### src/rtl/mem_bus_arbiter.sv
// Arbitrates one single-port synchronous memory between a read-only fetch port and a
// read/write data port. Optional round-robin arbitration via `define MEM_ARB_RR_EN.
module mem_bus_arbiter #(
  parameter int ADDR_W  = 16,
  parameter int DATA_W  = 16,
  parameter int MEM_LAT = 1
) (
  input  logic              i_clk,
  input  logic              i_rst_n,
  input  logic              i_if_req,
  input  logic [ADDR_W-1:0] i_if_addr,
  output logic              o_if_ack,
  output logic [DATA_W-1:0] o_if_rdata,
  input  logic              i_d_req,
  input  logic              i_d_we,
  input  logic [ADDR_W-1:0] i_d_addr,
  input  logic [DATA_W-1:0] i_d_wdata,
  output logic              o_d_ack,
  output logic [DATA_W-1:0] o_d_rdata,
  output logic              o_mem_en,
  output logic              o_mem_we,
  output logic [ADDR_W-1:0] o_mem_addr,
  output logic [DATA_W-1:0] o_mem_wdata,
  input  logic [DATA_W-1:0] i_mem_rdata,
  output logic              o_busy,
  output logic              o_grant
);

  generate
    if (MEM_LAT < 1 || MEM_LAT > 8) begin : g_bad_lat
      $error("mem_bus_arbiter: MEM_LAT must be in 1..8");
    end
  endgenerate

  typedef enum logic [1:0] {S_IDLE, S_ISSUE, S_WAIT, S_ACK} state_t;

  state_t              state_q, state_d;
  logic [2:0]          cnt_q, cnt_d;
  logic                grant_q, grant_d;
  logic                wr_q, wr_d;
  logic [ADDR_W-1:0]   addr_q, addr_d;
  logic [DATA_W-1:0]   wdata_q, wdata_d;
  logic [DATA_W-1:0]   if_rdata_q, if_rdata_d;
  logic [DATA_W-1:0]   d_rdata_q, d_rdata_d;
  logic                pick_data;

`ifdef MEM_ARB_RR_EN
  logic                last_q, last_d;
  // On a tie the port that did not win last time gets the memory.
  assign pick_data = i_d_req && (!i_if_req || !last_q);
`else
  assign pick_data = i_d_req;
`endif

  always_ff @(posedge i_clk or negedge i_rst_n) begin
    if (!i_rst_n) begin
      state_q    <= S_IDLE;
      cnt_q      <= '0;
      grant_q    <= 1'b0;
      wr_q       <= 1'b0;
      addr_q     <= '0;
      wdata_q    <= '0;
      if_rdata_q <= '0;
      d_rdata_q  <= '0;
`ifdef MEM_ARB_RR_EN
      last_q     <= 1'b0;
`endif
    end else begin
      state_q    <= state_d;
      cnt_q      <= cnt_d;
      grant_q    <= grant_d;
      wr_q       <= wr_d;
      addr_q     <= addr_d;
      wdata_q    <= wdata_d;
      if_rdata_q <= if_rdata_d;
      d_rdata_q  <= d_rdata_d;
`ifdef MEM_ARB_RR_EN
      last_q     <= last_d;
`endif
    end
  end

  always_comb begin
    state_d    = state_q;
    cnt_d      = cnt_q;
    grant_d    = grant_q;
    wr_d       = wr_q;
    addr_d     = addr_q;
    wdata_d    = wdata_q;
    if_rdata_d = if_rdata_q;
    d_rdata_d  = d_rdata_q;
`ifdef MEM_ARB_RR_EN
    last_d     = last_q;
`endif
    case (state_q)
      S_IDLE: begin
        wr_d = 1'b0;
        if (i_if_req || i_d_req) begin
          grant_d = pick_data;
          addr_d  = pick_data ? i_d_addr : i_if_addr;
          wr_d    = pick_data && i_d_we;
          if (pick_data && i_d_we) begin
            wdata_d = i_d_wdata;
          end
          state_d = S_ISSUE;
        end
      end
      S_ISSUE: begin
        cnt_d   = 3'(MEM_LAT - 1);
`ifdef MEM_ARB_RR_EN
        last_d  = grant_q;
`endif
        state_d = S_WAIT;
      end
      S_WAIT: begin
        // Count 0 marks the cycle in which the memory presents read data.
        if (cnt_q == 3'd0) begin
          if (!wr_q) begin
            if (grant_q) d_rdata_d  = i_mem_rdata;
            else         if_rdata_d = i_mem_rdata;
          end
          state_d = S_ACK;
        end else begin
          cnt_d = cnt_q - 3'd1;
        end
      end
      S_ACK: begin
        state_d = S_IDLE;
      end
      default: begin
        state_d = S_IDLE;
      end
    endcase
  end

  assign o_mem_en    = (state_q == S_ISSUE);
  assign o_mem_we    = o_mem_en && wr_q;
  assign o_mem_addr  = addr_q;
  assign o_mem_wdata = wdata_q;
  assign o_if_ack    = (state_q == S_ACK) && !grant_q;
  assign o_d_ack     = (state_q == S_ACK) && grant_q;
  assign o_if_rdata  = if_rdata_q;
  assign o_d_rdata   = d_rdata_q;
  assign o_busy      = (state_q != S_IDLE);
  assign o_grant     = grant_q;

endmodule
### config.mk
export PLATFORM = sky130hd
export DESIGN_NAME = mem_bus_arbiter
export DESIGN_NICKNAME = d
export VERILOG_FILES = /design/src/rtl/mem_bus_arbiter.sv
export SDC_FILE = /design/constraint.sdc
export NUM_CORES = 1
export LEC_CHECK = 0
export CAP_MARGIN = 20
export CORE_ASPECT_RATIO = 1.2
export CORE_UTILIZATION = 35
export DETAILED_ROUTE_END_ITERATION = 16
export GPL_ROUTABILITY_DRIVEN = 1
export PLACE_DENSITY = 0.74
export SETUP_SLACK_MARGIN = 0.15
export SYNTH_ARGS = -nofsm -noshare
export SYNTH_HDL_FRONTEND = slang
export SYNTH_SLANG_ARGS = --single-unit
### constraint.sdc
create_clock -name i_clk -period 2.8 [get_ports i_clk]
set_input_delay 0.28 -clock i_clk [delete_from_list [all_inputs] [get_ports i_clk]]
set_output_delay 0.28 -clock i_clk [all_outputs]
set_load 0.02 [all_outputs]
* Word-level counts from Yosys, hierarchy flattened
Index checks and enable logic that the tools add are counted.
** Word-level totals
- Register bits :: 71
- Bits of input ports :: 69
** Operators by class
- Add/sub/neg operators :: 1
- Equal/unequal tests :: 6
- Mux-type cells :: 7
- Bitwise operators :: 2
- Reduce and logical (&&, ||, !) cells :: 16
** Operators by type and width (number)
- 2-to-1 mux 16 bit :: 1
- case mux 2 bit (4 select lines) :: 1
- AND reduction 4 bit :: 2
- inequality test 2 bit (second input constant) :: 3
- case mux 3 bit (2 select lines) :: 1
- AND reduction 2 bit :: 3
- == test 2 bit (second input constant) :: 2
- logical AND 1 bit :: 4
- 2-to-1 mux 2 bit :: 2
- nonzero test 2 bit :: 2
- zero test 3 bit :: 1
- 2-to-1 mux 3 bit :: 1
- AND reduction 3 bit :: 1
- subtractor 3 x 1 -> 3 bit (second input constant) :: 1
- == test 2 x 1 -> 1 bit (second input constant) :: 1
- zero test 2 bit :: 1
- NOT 1 bit :: 2
- zero test 1 bit :: 1
- logical OR 1 bit :: 1
- 2-to-1 mux 1 bit :: 1

* Depth between registers and ports, before layout
Gate-level depths: netlist (run 1).
- Depth after elaboration :: 3
- Mapped depth :: 7

* Worst setup path before layout (run 1)
Ideal clock, no wire load.
- Path type :: register -> register
- Start point :: register cnt_q[0]
- End point :: register if_rdata_q[0], in the netlist o_if_rdata[0]
- Library setup time :: 0.125 ns
- Data arrival time :: 1.605 ns
- Data required time :: 2.675 ns
- Path slack :: 1.070 ns
- Stages on the path, launching flop included :: 8
- Buffers on the path :: 1
- Cell sequence :: dfrtp_1 > inv_1 > ha_1 > ha_1 > nand2_1 > nor3_4 > buf_6 > mux2_2
** On the way
- Word-level cells in the longest chain between the ends :: 2
** RTL lines
- start, declared :: RTL line 38 : logic [2:0] cnt_q, cnt_d;
- start signal, assigned :: RTL line 70 : cnt_q <= cnt_d;
- zero test 3 bit :: RTL line 117 : if (cnt_q == 3'd0) begin
- AND reduction 4 bit (no source line)
- end signal, assigned :: RTL line 75 : if_rdata_q <= if_rdata_d;
- end, declared :: RTL line 43 : logic [DATA_W-1:0] if_rdata_q, if_rdata_d;
No other way between the ends.
A chain may end at the register's enable or synchronous reset.

* Worst setup path in the final report (run 1)
- Start point :: register state_q[1]
- End point :: output o_mem_we
** On the way
- Word-level cells in the longest chain between the ends :: 2
** RTL lines
- start, declared :: RTL line 37 : state_t state_q, state_d;
- start signal, assigned :: RTL line 69 : state_q <= state_d;
- == test 2 x 1 -> 1 bit :: RTL line 136 : assign o_mem_en = (state_q == S_ISSUE);
- logical AND 1 bit :: RTL line 137 : assign o_mem_we = o_mem_en && wr_q;
- end, declared :: RTL line 21 : output logic o_mem_we,
No other way between the ends.

==> results.py, run 1 <==
metrics = {
    "critical_path": {
        "path_class": "register to output pin",
        "reg2reg_depth": 4,
        "crit_arrival_ns": 1.86,
        "rr_startpoint": "state_q[0]",
        "cp_slowest_stage_delay_ns": 0.63,
        "crit_chain": "inv_1 -> ha_1 -> and2_1 -> clkdlybuf4s50_1",
        "cp-start-kind": "register",
        "endpoint_kind": "output pin",
        "crit_path_top_delay_cell": "clkdlybuf4s50_1",
        "r2r_end": "o_d_rdata[11]",
        "critical_path_required_ns": 2.52,
        "worst-r2r-setup-slack_ns": 0.86,
        "worstPathMaxFanout": 4,
    },
    "layout": {
        "nets": 435,
        "final_core_util_pct": 57.1,
        "drive_gt1_share_pct": 20.1,
        "diodes": 0,
        "final_area_mm2": 0.00468,
        "fillers": 739,
        "area_growth_pct": 57.4,
        "fin_cells": 478,
    },
    "cts": {
        "cts_setup_buffers": 0,
        "cts_buffers": 9,
        "cts_sinks": 71,
        "path_clk_slew_ns": 0.07,
        "clockBufferDepth": 2,
        "cts_tree": "built",
        "htree_levels": 3,
        "clk_latency_ns": 0.33,
        "cts_hold_buf": 0,
        "ctsResizeCount": 0,
        "root_buffer": "clkbuf_8",
    },
    "timing": {
        "finalWorstSetupSlack_ns": 0.658,
        "slew_violations": 0,
        "fmax_mhz": 467,
        "hold_viol_final": 0,
        "rsz0062_at_grt": "false",
        "maxSlewHeadroom_pct": 41.6,
        "worst_slew_pin_slew_ns": 0.877,
        "worst_clock_skew_ns": 0.0109,
        "min_period_ns": 2.14,
        "finalSetupViolations": 0,
        "fin_crit_sh_pct": 76.5,
        "setup_tns_ns": 0,
        "whs_ns": 0.0612,
    },
    "place": {
        "gp_congestion": 0.716,
        "io_buffers": 138,
        "dp_hpwl_um": 4660,
        "dp.cells": 462,
        "post_dp_cell_area_mm2": 0.00446,
        "post-place-ws_ns": 0.758,
    },
    "floorplanning": {
        "die_w_um": 86.1,
        "std_cell_rows": 36,
        "dieArea_mm2": 0.00886,
        "start_util_pct": 36.2,
        "core_mm2": 0.00820,
        "io_pins": 139,
        "chipHeight_um": 103,
    },
    "global_route": {
        "antenna_found_initial": 0,
        "grt_usage_pct": 15.0,
        "grt_pass1_vias": 2243,
        "grt_pass1_wl_um": 10200,
        "overflow": 0,
        "grt_max_degree": 72,
    },
    "drt": {
        "wl_um": 6350,
        "drcViolationCount": 0,
        "drt_iter0_drc": 58,
        "antenna_left": 0,
        "dr_wl_met3_um": 527,
        "num_vias": 2151,
        "wl_met1_um": 2730,
        "wl_met2_um": 3030,
        "vias_per_cell": 4.50,
        "first_pass_iters": 4,
        "routed.top_layer": "met4",
        "wl_per_cell_um": 13.3,
    },
    "job": {
        "drv_cap": 0,
    },
    "logic_synthesis": {
        "synth_edf_count": 0,
        "synth_top_family_by_area": "multiplexers",
        "synth_commonest_cells": "dfrtp_1, mux2_2, o21ai_0, nand2_1, mux2i_1",
        "synth-seq-cells": 71,
        "async_flop_share_pct": 100,
        "synth_mux_area_share_pct": 23.6,
        "ys_warn_count": 0,
        "synth-simple-area-share_pct": 5.68,
        "ys.flop_type": "dfrtp_1",
        "synth_top_area_share_pct": 59.8,
        "yosysSeqAreaShare_pct": 59.8,
        "synth_area_per_cell_um2": 13.8,
        "syn_area_mm2": 0.00297,
        "synth_compound_area_share_pct": 4.88,
        "postSynthCellCount": 216,
        "synth_fa_ha_area_share_pct": 2.95,
        "synth_most_common_cell": "dfrtp_1",
        "synth_xor_area_share_pct": 0,
        "synth.distinct_cells": 26,
        "synth_top_area_cell": "dfrtp_1",
        "yosys-top-cells-area": "dfrtp_1, mux2_2, mux2i_1",
        "syn-num-nets": 292,
    },
    "worst_hold_path": {
        "holdCritPathClass": "input pin to asynchronous set/reset pin",
    },
    "status": {
        "status": "complete, no violations",
    },
    "power_and_ir_drop": {
        "vdd_drop_max_v": 0.000570,
        "finalPower_mw": 5.39,
        "powerDensity_mw_per_mm2": 1150,
        "power.leakage_nw": 2.00,
    },
}
[cell type report]
| class | instances | area, µm² | share of cell area, % |
|---|---|---|---|
| flip-flops and latches | 71 | 1780 | 38.0 |
| clock inverters | 6 | 92.6 | 1.98 |
| well taps | 114 | 143 | 3.05 |
| inverters | 8 | 30.0 | 0.642 |
| repair buffers | 141 | 1400 | 30.0 |
| clock buffers | 10 | 128 | 2.73 |
| multi-input cells | 128 | 1110 | 23.6 |
[how the worst max path moves through the flow]
stage | start | to | slack, ns | depth (start not counted)
after floorplan | cnt_q[0] | o_if_rdata[0] | 1.07 | 7
after global placement | i_d_req | o_mem_wdata[11] | 0.75 | 3
after detailed placement | i_d_req | o_mem_wdata[5] | 0.76 | 3
after CTS | state_q[1] | o_mem_we | 0.61 | 4
after global routing | state_q[1] | o_mem_we | 0.55 | 4
final | state_q[1] | o_mem_we | 0.66 | 4
[cell families (layout without fill, tap and decap cells)]
| family | count (synthesis) | count (layout) |
|---|---|---|
| adders and majority gates | 7 | 7 |
| DFF | 71 | 71 |
| AOI/OAI and AO/OA | 26 | 26 |
| muxes | 64 | 64 |
| buffers and inverters | 17 | 165 |
| and+or+nand+nor | 31 | 31 |
[power breakdown]
part	leakage [nW]	total, mW	switching (mW)	internal [mW]
Clock	0.104	0.900	0.391	0.508
Combinational	1.04	2.69	1.27	1.42
Sequential	0.855	1.80	0.268	1.53
[layer usage]
metal,track usage [%],vias to the layer above
met3,5.20,5
met4,6.92,0
li1,-,1040
met2,25.1,92
met1,17.5,1014
met5,0,-
[cells in the final DEF, fill, tap and decap left out, types with 4 or more instances in the layout]
master and count:
ha_1 7, clkdlybuf4s50_1 137, inv_1 8, mux2i_1 16
clkbuf_8 9, buf_4 4, nand2_1 19, mux2_2 48
o21ai_0 19, dfrtp_1 71
[flip-flops by register name (all words and copies together) (netlist names)]
name,cells
cnt_q,3
o_d_rdata,16
o_grant,1
o_if_rdata,16
o_mem_addr,16
o_mem_wdata,16
state_q,2
wr_q,1
[worst max-delay path, delay by kind of cell, from the launching register on]
family | cells | cell delay, ns
buffers and inverters | 2 | 0.76
flip-flops | 1 | 0.40
adder cells (fa/ha/maj) | 1 | 0.24
AND/OR/NAND/NOR | 1 | 0.14
(Power assumes the default switching activity.)
==> run 2, diff against run 1 <==
--- a/config.mk
+++ b/config.mk
@@ -10,7 +10,7 @@
 export CORE_UTILIZATION = 35
 export DETAILED_ROUTE_END_ITERATION = 16
 export GPL_ROUTABILITY_DRIVEN = 1
-export PLACE_DENSITY = 0.74
+export PLACE_DENSITY = 0.77
 export SETUP_SLACK_MARGIN = 0.15
 export SYNTH_ARGS = -nofsm -noshare
 export SYNTH_HDL_FRONTEND = slang
==> constraint.sdc (replaced) <==
create_clock -name i_clk -period 1.75 [get_ports i_clk]
set_input_delay 0.175 -clock i_clk [delete_from_list [all_inputs] [get_ports i_clk]]
set_output_delay 0.175 -clock i_clk [all_outputs]
set_load 0.02 [all_outputs]
==> results.py, run 2 (synthesis gave the netlist of run 1 again) <==
metrics = {
    "timing": {
        "fmax_mhz": 615,
        "finalWorstSetupSlack_ns": 0.123,
        "whs_ns": 0.350,
        "min_period_ns": 1.63,
        "setup_tns_ns": 0,
        "finalSetupViolations": 0,
        "maxSlewHeadroom_pct": 68.2,
        "slew_violations": 0,
        "worst_slew_pin_slew_ns": 0.477,
        "worst_clock_skew_ns": 0.0132,
        "hold_viol_final": 0,
        "fin_crit_sh_pct": 93.0,
        "rsz0062_at_grt": "true",
    },
    "drt": {
        "vias_per_cell": 4.57,
        "drt_iter0_drc": 34,
        "first_pass_iters": 4,
        "num_vias": 2254,
        "antenna_left": 0,
        "drcViolationCount": 0,
        "wl_um": 7180,
        "wl_per_cell_um": 14.6,
    },
    "layout": {
        "layout_commonest_cell": "clkdlybuf4s50_1",
        "final_cell_mix": "clkdlybuf4s50_1, dfrtp_1, mux2_2",
        "drive_gt1_share_pct": 26.4,
        "diodes": 0,
        "nets": 450,
        "area_growth_pct": 67.2,
        "fillers": 681,
    },
    "critical_path": {
        "endpoint": "o_d_rdata[0]",
        "critPathMostFrequentCell": "ha_4",
        "crit_buf_inv": 3,
        "rr_startpoint": "cnt_q[0]",
        "endpoint_kind": "register",
        "cp.depth": 7,
        "worstPathMaxFanout": 16,
        "crit_chain": "inv_2 -> ha_4 -> ha_4 -> buf_4 -> nand4_2 -> buf_12 -> mux2_2",
        "cp-start-kind": "register",
        "reg2reg_depth": 7,
        "worst-r2r-setup-slack_ns": 0.12,
        "path_class": "register to register",
        "crit_arrival_ns": 1.84,
        "crit_path_top_delay_cell": "dfrtp_1",
        "r2r_end": "o_d_rdata[0]",
        "cp_slowest_stage_delay_ns": 0.37,
        "critical_path_required_ns": 1.96,
        "startpoint": "cnt_q[0]",
        "cp_top_family": "flip-flops",
    },
    "floorplanning": {
        "std_cell_rows": 36,
        "dieArea_mm2": 0.00886,
        "die_w_um": 86.1,
        "io_pins": 139,
        "start_util_pct": 36.2,
        "chipHeight_um": 103,
        "core_mm2": 0.00820,
    },
    "power_and_ir_drop": {
        "pwr-share-clk_pct": 14.9,
        "share_comb_of_total_power_pct": 53.3,
        "power.leakage_nw": 2.16,
        "vdd_drop_max_v": 0.000927,
        "finalPower_mw": 9.04,
        "p_seq_share_pct": 31.9,
        "internal-power_mw": 5.83,
        "switching_power_mw": 3.21,
        "p_sw_share_pct": 35.5,
        "powerDensity_mw_per_mm2": 1820,
    },
    "place": {
        "io_buffers": 138,
        "gp_congestion": 0.714,
        "dp_hpwl_um": 5240,
        "post-place-ws_ns": 0.0534,
    },
    "worst_hold_path": {
        "holdCritPathClass": "input pin to asynchronous set/reset pin",
    },
    "global_route": {
        "antenna_found_initial": 0,
        "grt_usage_pct": 16.7,
        "grt_pass1_vias": 2368,
        "overflow": 0,
        "grt_max_degree": 38,
        "grt_pass1_wl_um": 11300,
    },
    "cts": {
        "htree_levels": 3,
        "cts_tree": "built",
        "clockBufferDepth": 2,
        "cts_buffers": 9,
        "root_buffer": "clkbuf_8",
        "cts_sinks": 71,
        "path_clk_slew_ns": 0.08,
        "clk_latency_ns": 0.33,
    },
    "status": {
        "status": "complete, no violations",
    },
    "job": {
        "drv_cap": 0,
    },
}
## run 2: cell count changes in the layout (fill, tap and decap cells not counted), moves of 3 or more
cell / delta
inv_2: +4
ha_4: +4
ha_1: -5
mux2_2: -16
buf_4: +10
inv_1: -4
buf_12: +4
mux2_4: +16
clkbuf_8: +3
clkdlybuf4s50_1: -6
## run 2: layout make-up
| class | count | area [µm²] | share of cell area, % |
|---|---|---|---|
| clock inverter | 3 | 40.0 | 0.806 |
| multi-input combinational | 128 | 1230 | 24.7 |
| timing repair buffer | 156 | 1580 | 31.9 |
| sequential | 71 | 1780 | 35.8 |
| tap | 114 | 143 | 2.87 |
| inverter | 8 | 30.0 | 0.604 |
| clock buffer | 13 | 169 | 3.40 |
## run 2: worst register-to-register path, stage by stage, from the launching register on
cell,delay (ns)
dfrtp_1,0.37
inv_2,0.05
ha_4,0.16
ha_4,0.17
buf_4,0.13
nand4_2,0.11
buf_12,0.17
mux2_2,0.36
## run 2: worst min path at each step
stage	from	end	slack (ns)	depth (start not counted)
2_1_floorplan	i_rst_n	cnt_q[0]	-0.12	0
3_3_place_gp	i_rst_n	o_d_rdata[9]	0.16	1
3_5_place_dp	i_rst_n	o_d_rdata[10]	0.17	1
4_1_cts	i_rst_n	o_d_rdata[10]	0.35	2
5_1_grt	i_rst_n	o_d_rdata[9]	0.38	2
6_report	i_rst_n	o_d_rdata[10]	0.35	2
## run 2: per-stage QoR
| step | utilization (%) | std cells | instance area, µm² |
|---|---|---|---|
| final | 60.6 | 493 | 4970 |
| after global routing | 60.6 | 493 | 4970 |
| after CTS | 60.3 | 492 | 4940 |
| after detailed placement | 56.0 | 469 | 4590 |
| after global placement | 56.0 | 469 | 4590 |
| after floorplan | - | 216 | 3010 |
## run 2: power by group through the flow
stage / registers [mW] / clock network (mW) / logic (mW)
6_report: 2.88 / 1.34 / 4.82
5_1_grt: 2.97 / 1.47 / 5.15
3_5_place_dp: 2.91 / 0 / 4.58
3_3_place_gp: 2.88 / 0 / 4.45
4_1_cts: 2.88 / 1.39 / 4.83
2_1_floorplan: 3.82 / 0 / 1.40
## run 2: timing repair
action / in CTS / in global routing
hold endpoints to repair: 34 / 0
cloned: 1 / 0
gates resized for setup: 39 / 7
hold buffers: 1 / 0
buffers inserted: 5 / 1
endpoints found under the setup margin: 24 / 39
pin swaps: 3 / 1
## run 2: metal layers
layer	part of all wire, %	routed length (µm)	GRT usage, %	up-vias
met2	52	3720	29.1	103
met3	8.4	605	5.60	6
met4	0.74	53	5.77	0
met1	39	2800	19.3	1073
met5	0	0	0	-
li1	-	-	-	1072
==> run 3, diff against run 2 <==
==> constraint.sdc (replaced) <==
create_clock -name i_clk -period 1.75 [get_ports i_clk]
set_input_delay 0.35 -clock i_clk [delete_from_list [all_inputs] [get_ports i_clk]]
set_output_delay 0.35 -clock i_clk [all_outputs]
set_load 0.02 [all_outputs]
==> results.py, run 3 (synthesis gave the netlist of run 1 again) <==
metrics = {
    "status": {
        "status": "complete, no violations",
    },
    "cts": {
        "htree_levels": 3,
        "cts_sinks": 71,
        "cts_buffers": 9,
        "path_clk_slew_ns": 0.07,
        "clk_latency_ns": 0.35,
        "clockBufferDepth": 2,
        "root_buffer": "clkbuf_8",
        "cts_tree": "built",
    },
    "critical_path": {
        "worstPathMaxFanout": 8,
        "endpoint_kind": "register",
        "critical_path_required_ns": 1.98,
        "reg2reg_depth": 8,
        "crit_arrival_ns": 1.91,
        "rr_startpoint": "state_q[0]",
        "worst-r2r-setup-slack_ns": 0.07,
        "r2r_end": "o_if_rdata[12]",
        "cp-start-kind": "register",
        "path_class": "register to register",
    },
    "global_route": {
        "grt_usage_pct": 17.4,
        "grt_pass1_wl_um": 11600,
        "antenna_found_initial": 0,
        "grt_pass1_vias": 2429,
        "overflow": 0,
        "grt_max_degree": 36,
    },
    "timing": {
        "fmax_mhz": 595,
        "worst_slew_pin_slew_ns": 0.342,
        "hold_viol_final": 0,
        "setup_tns_ns": 0,
        "slew_violations": 0,
        "maxSlewHeadroom_pct": 77.1,
        "worst_clock_skew_ns": 0.00839,
        "min_period_ns": 1.68,
        "fin_crit_sh_pct": 96.0,
        "whs_ns": 0.449,
        "finalSetupViolations": 0,
        "rsz0062_at_grt": "true",
    },
    "place": {
        "io_buffers": 138,
        "dp_hpwl_um": 5240,
        "dp.cells": 472,
        "gp_congestion": 0.757,
    },
    "drt": {
        "routed.top_layer": "met4",
        "wl_met2_um": 3780,
        "vias_per_cell": 4.67,
        "wl_per_cell_um": 14.9,
        "antenna_left": 0,
        "drt_iter0_drc": 35,
        "dr_wl_met3_um": 554,
        "wl_um": 7460,
        "first_pass_iters": 4,
        "wl_met1_um": 2920,
        "drcViolationCount": 0,
        "num_vias": 2333,
    },
    "worst_hold_path": {
        "holdCritPathClass": "input pin to asynchronous set/reset pin",
    },
    "floorplanning": {
        "core_mm2": 0.00820,
        "std_cell_rows": 36,
        "die_w_um": 86.1,
        "chipHeight_um": 103,
        "start_util_pct": 36.2,
        "dieArea_mm2": 0.00886,
        "io_pins": 139,
    },
    "layout": {
        "nets": 457,
        "drive_gt1_share_pct": 29.3,
        "layout_commonest_cell": "dfrtp_1",
        "fillers": 679,
        "diodes": 0,
        "area_growth_pct": 72.3,
        "fin_cells": 500,
        "final_cell_mix": "dfrtp_1, clkdlybuf4s50_1, dlygate4sd2_1",
    },
    "power_and_ir_drop": {
        "powerDensity_mw_per_mm2": 1780,
        "power.leakage_nw": 2.43,
        "vdd_drop_max_v": 0.000805,
    },
    "job": {
        "drv_cap": 0,
    },
}
[run 3: worst max path at each step]
| stage | startpoint | endpoint | slack, ns | cells after the start |
|---|---|---|---|---|
| after floorplan | cnt_q[0] | o_if_rdata[0] | 0.03 | 7 |
| after global placement | state_q[1] | o_mem_we | 0.02 | 4 |
| after detailed placement | state_q[1] | o_mem_we | -0.004 | 4 |
| after CTS | state_q[0] | o_if_rdata[4] | 0.05 | 8 |
| after global routing | cnt_q[0] | o_if_rdata[8] | 0.01 | 8 |
| final | state_q[0] | o_if_rdata[12] | 0.07 | 8 |
[run 3: layer usage]
metal,track usage (%),vias up
met5,0,-
met4,10.4,0
met3,4.56,14
met2,29.9,106
met1,19.4,1129
li1,-,1084
[run 3: worst max-delay path: stages (launching register included)]
cell and delay (ns):
dfrtp_1 0.43, buf_6 0.15, inv_6 0.06, ha_4 0.14, nand2_4 0.05, nor3_4 0.15, buf_6 0.15, buf_12 0.14
mux2_4 0.30
[run 3: where the power goes]
| part | total [mW] | switching, mW | internal, mW |
|---|---|---|---|
| sequential | 2.87 | 0.423 | 2.45 |
| clock | 1.49 | 0.609 | 0.877 |
| combinational | 4.74 | 2.32 | 2.42 |
[run 3: final cells by class]
type,instances,area (µm²),share of cell area [%]
sequential,71,1780,34.7
inverter,8,35.0,0.684
timing repair buffer,163,1620,31.6
tap,114,143,2.79
multi-input combinational,128,1310,25.7
clock buffer,11,151,2.96
clock inverter,5,80.1,1.56
[run 3: metrics by stage]
step / cell area [µm²] / setup WS, ns / power (mW) / util, %
floorplan: 3010 / 0.0329 / 5.22 / -
global placement: 4640 / 0.0241 / 7.43 / 56.6
detailed placement: 4640 / -0.00371 / 7.57 / 56.6
CTS: 5030 / 0.0474 / 9.01 / 61.4
global route: 5120 / 0.0102 / 9.61 / 62.5
finish: 5120 / 0.0706 / 9.09 / 62.5
[run 3: timing repair]
item,4_1_cts,5_1_grt
resized for setup,129,18
hold buffers,1,0
pin swaps,0,4
buffers inserted,6,3
endpoints found under the setup margin,92,56
cloned,2,0
endpoints found under the hold margin,22,0
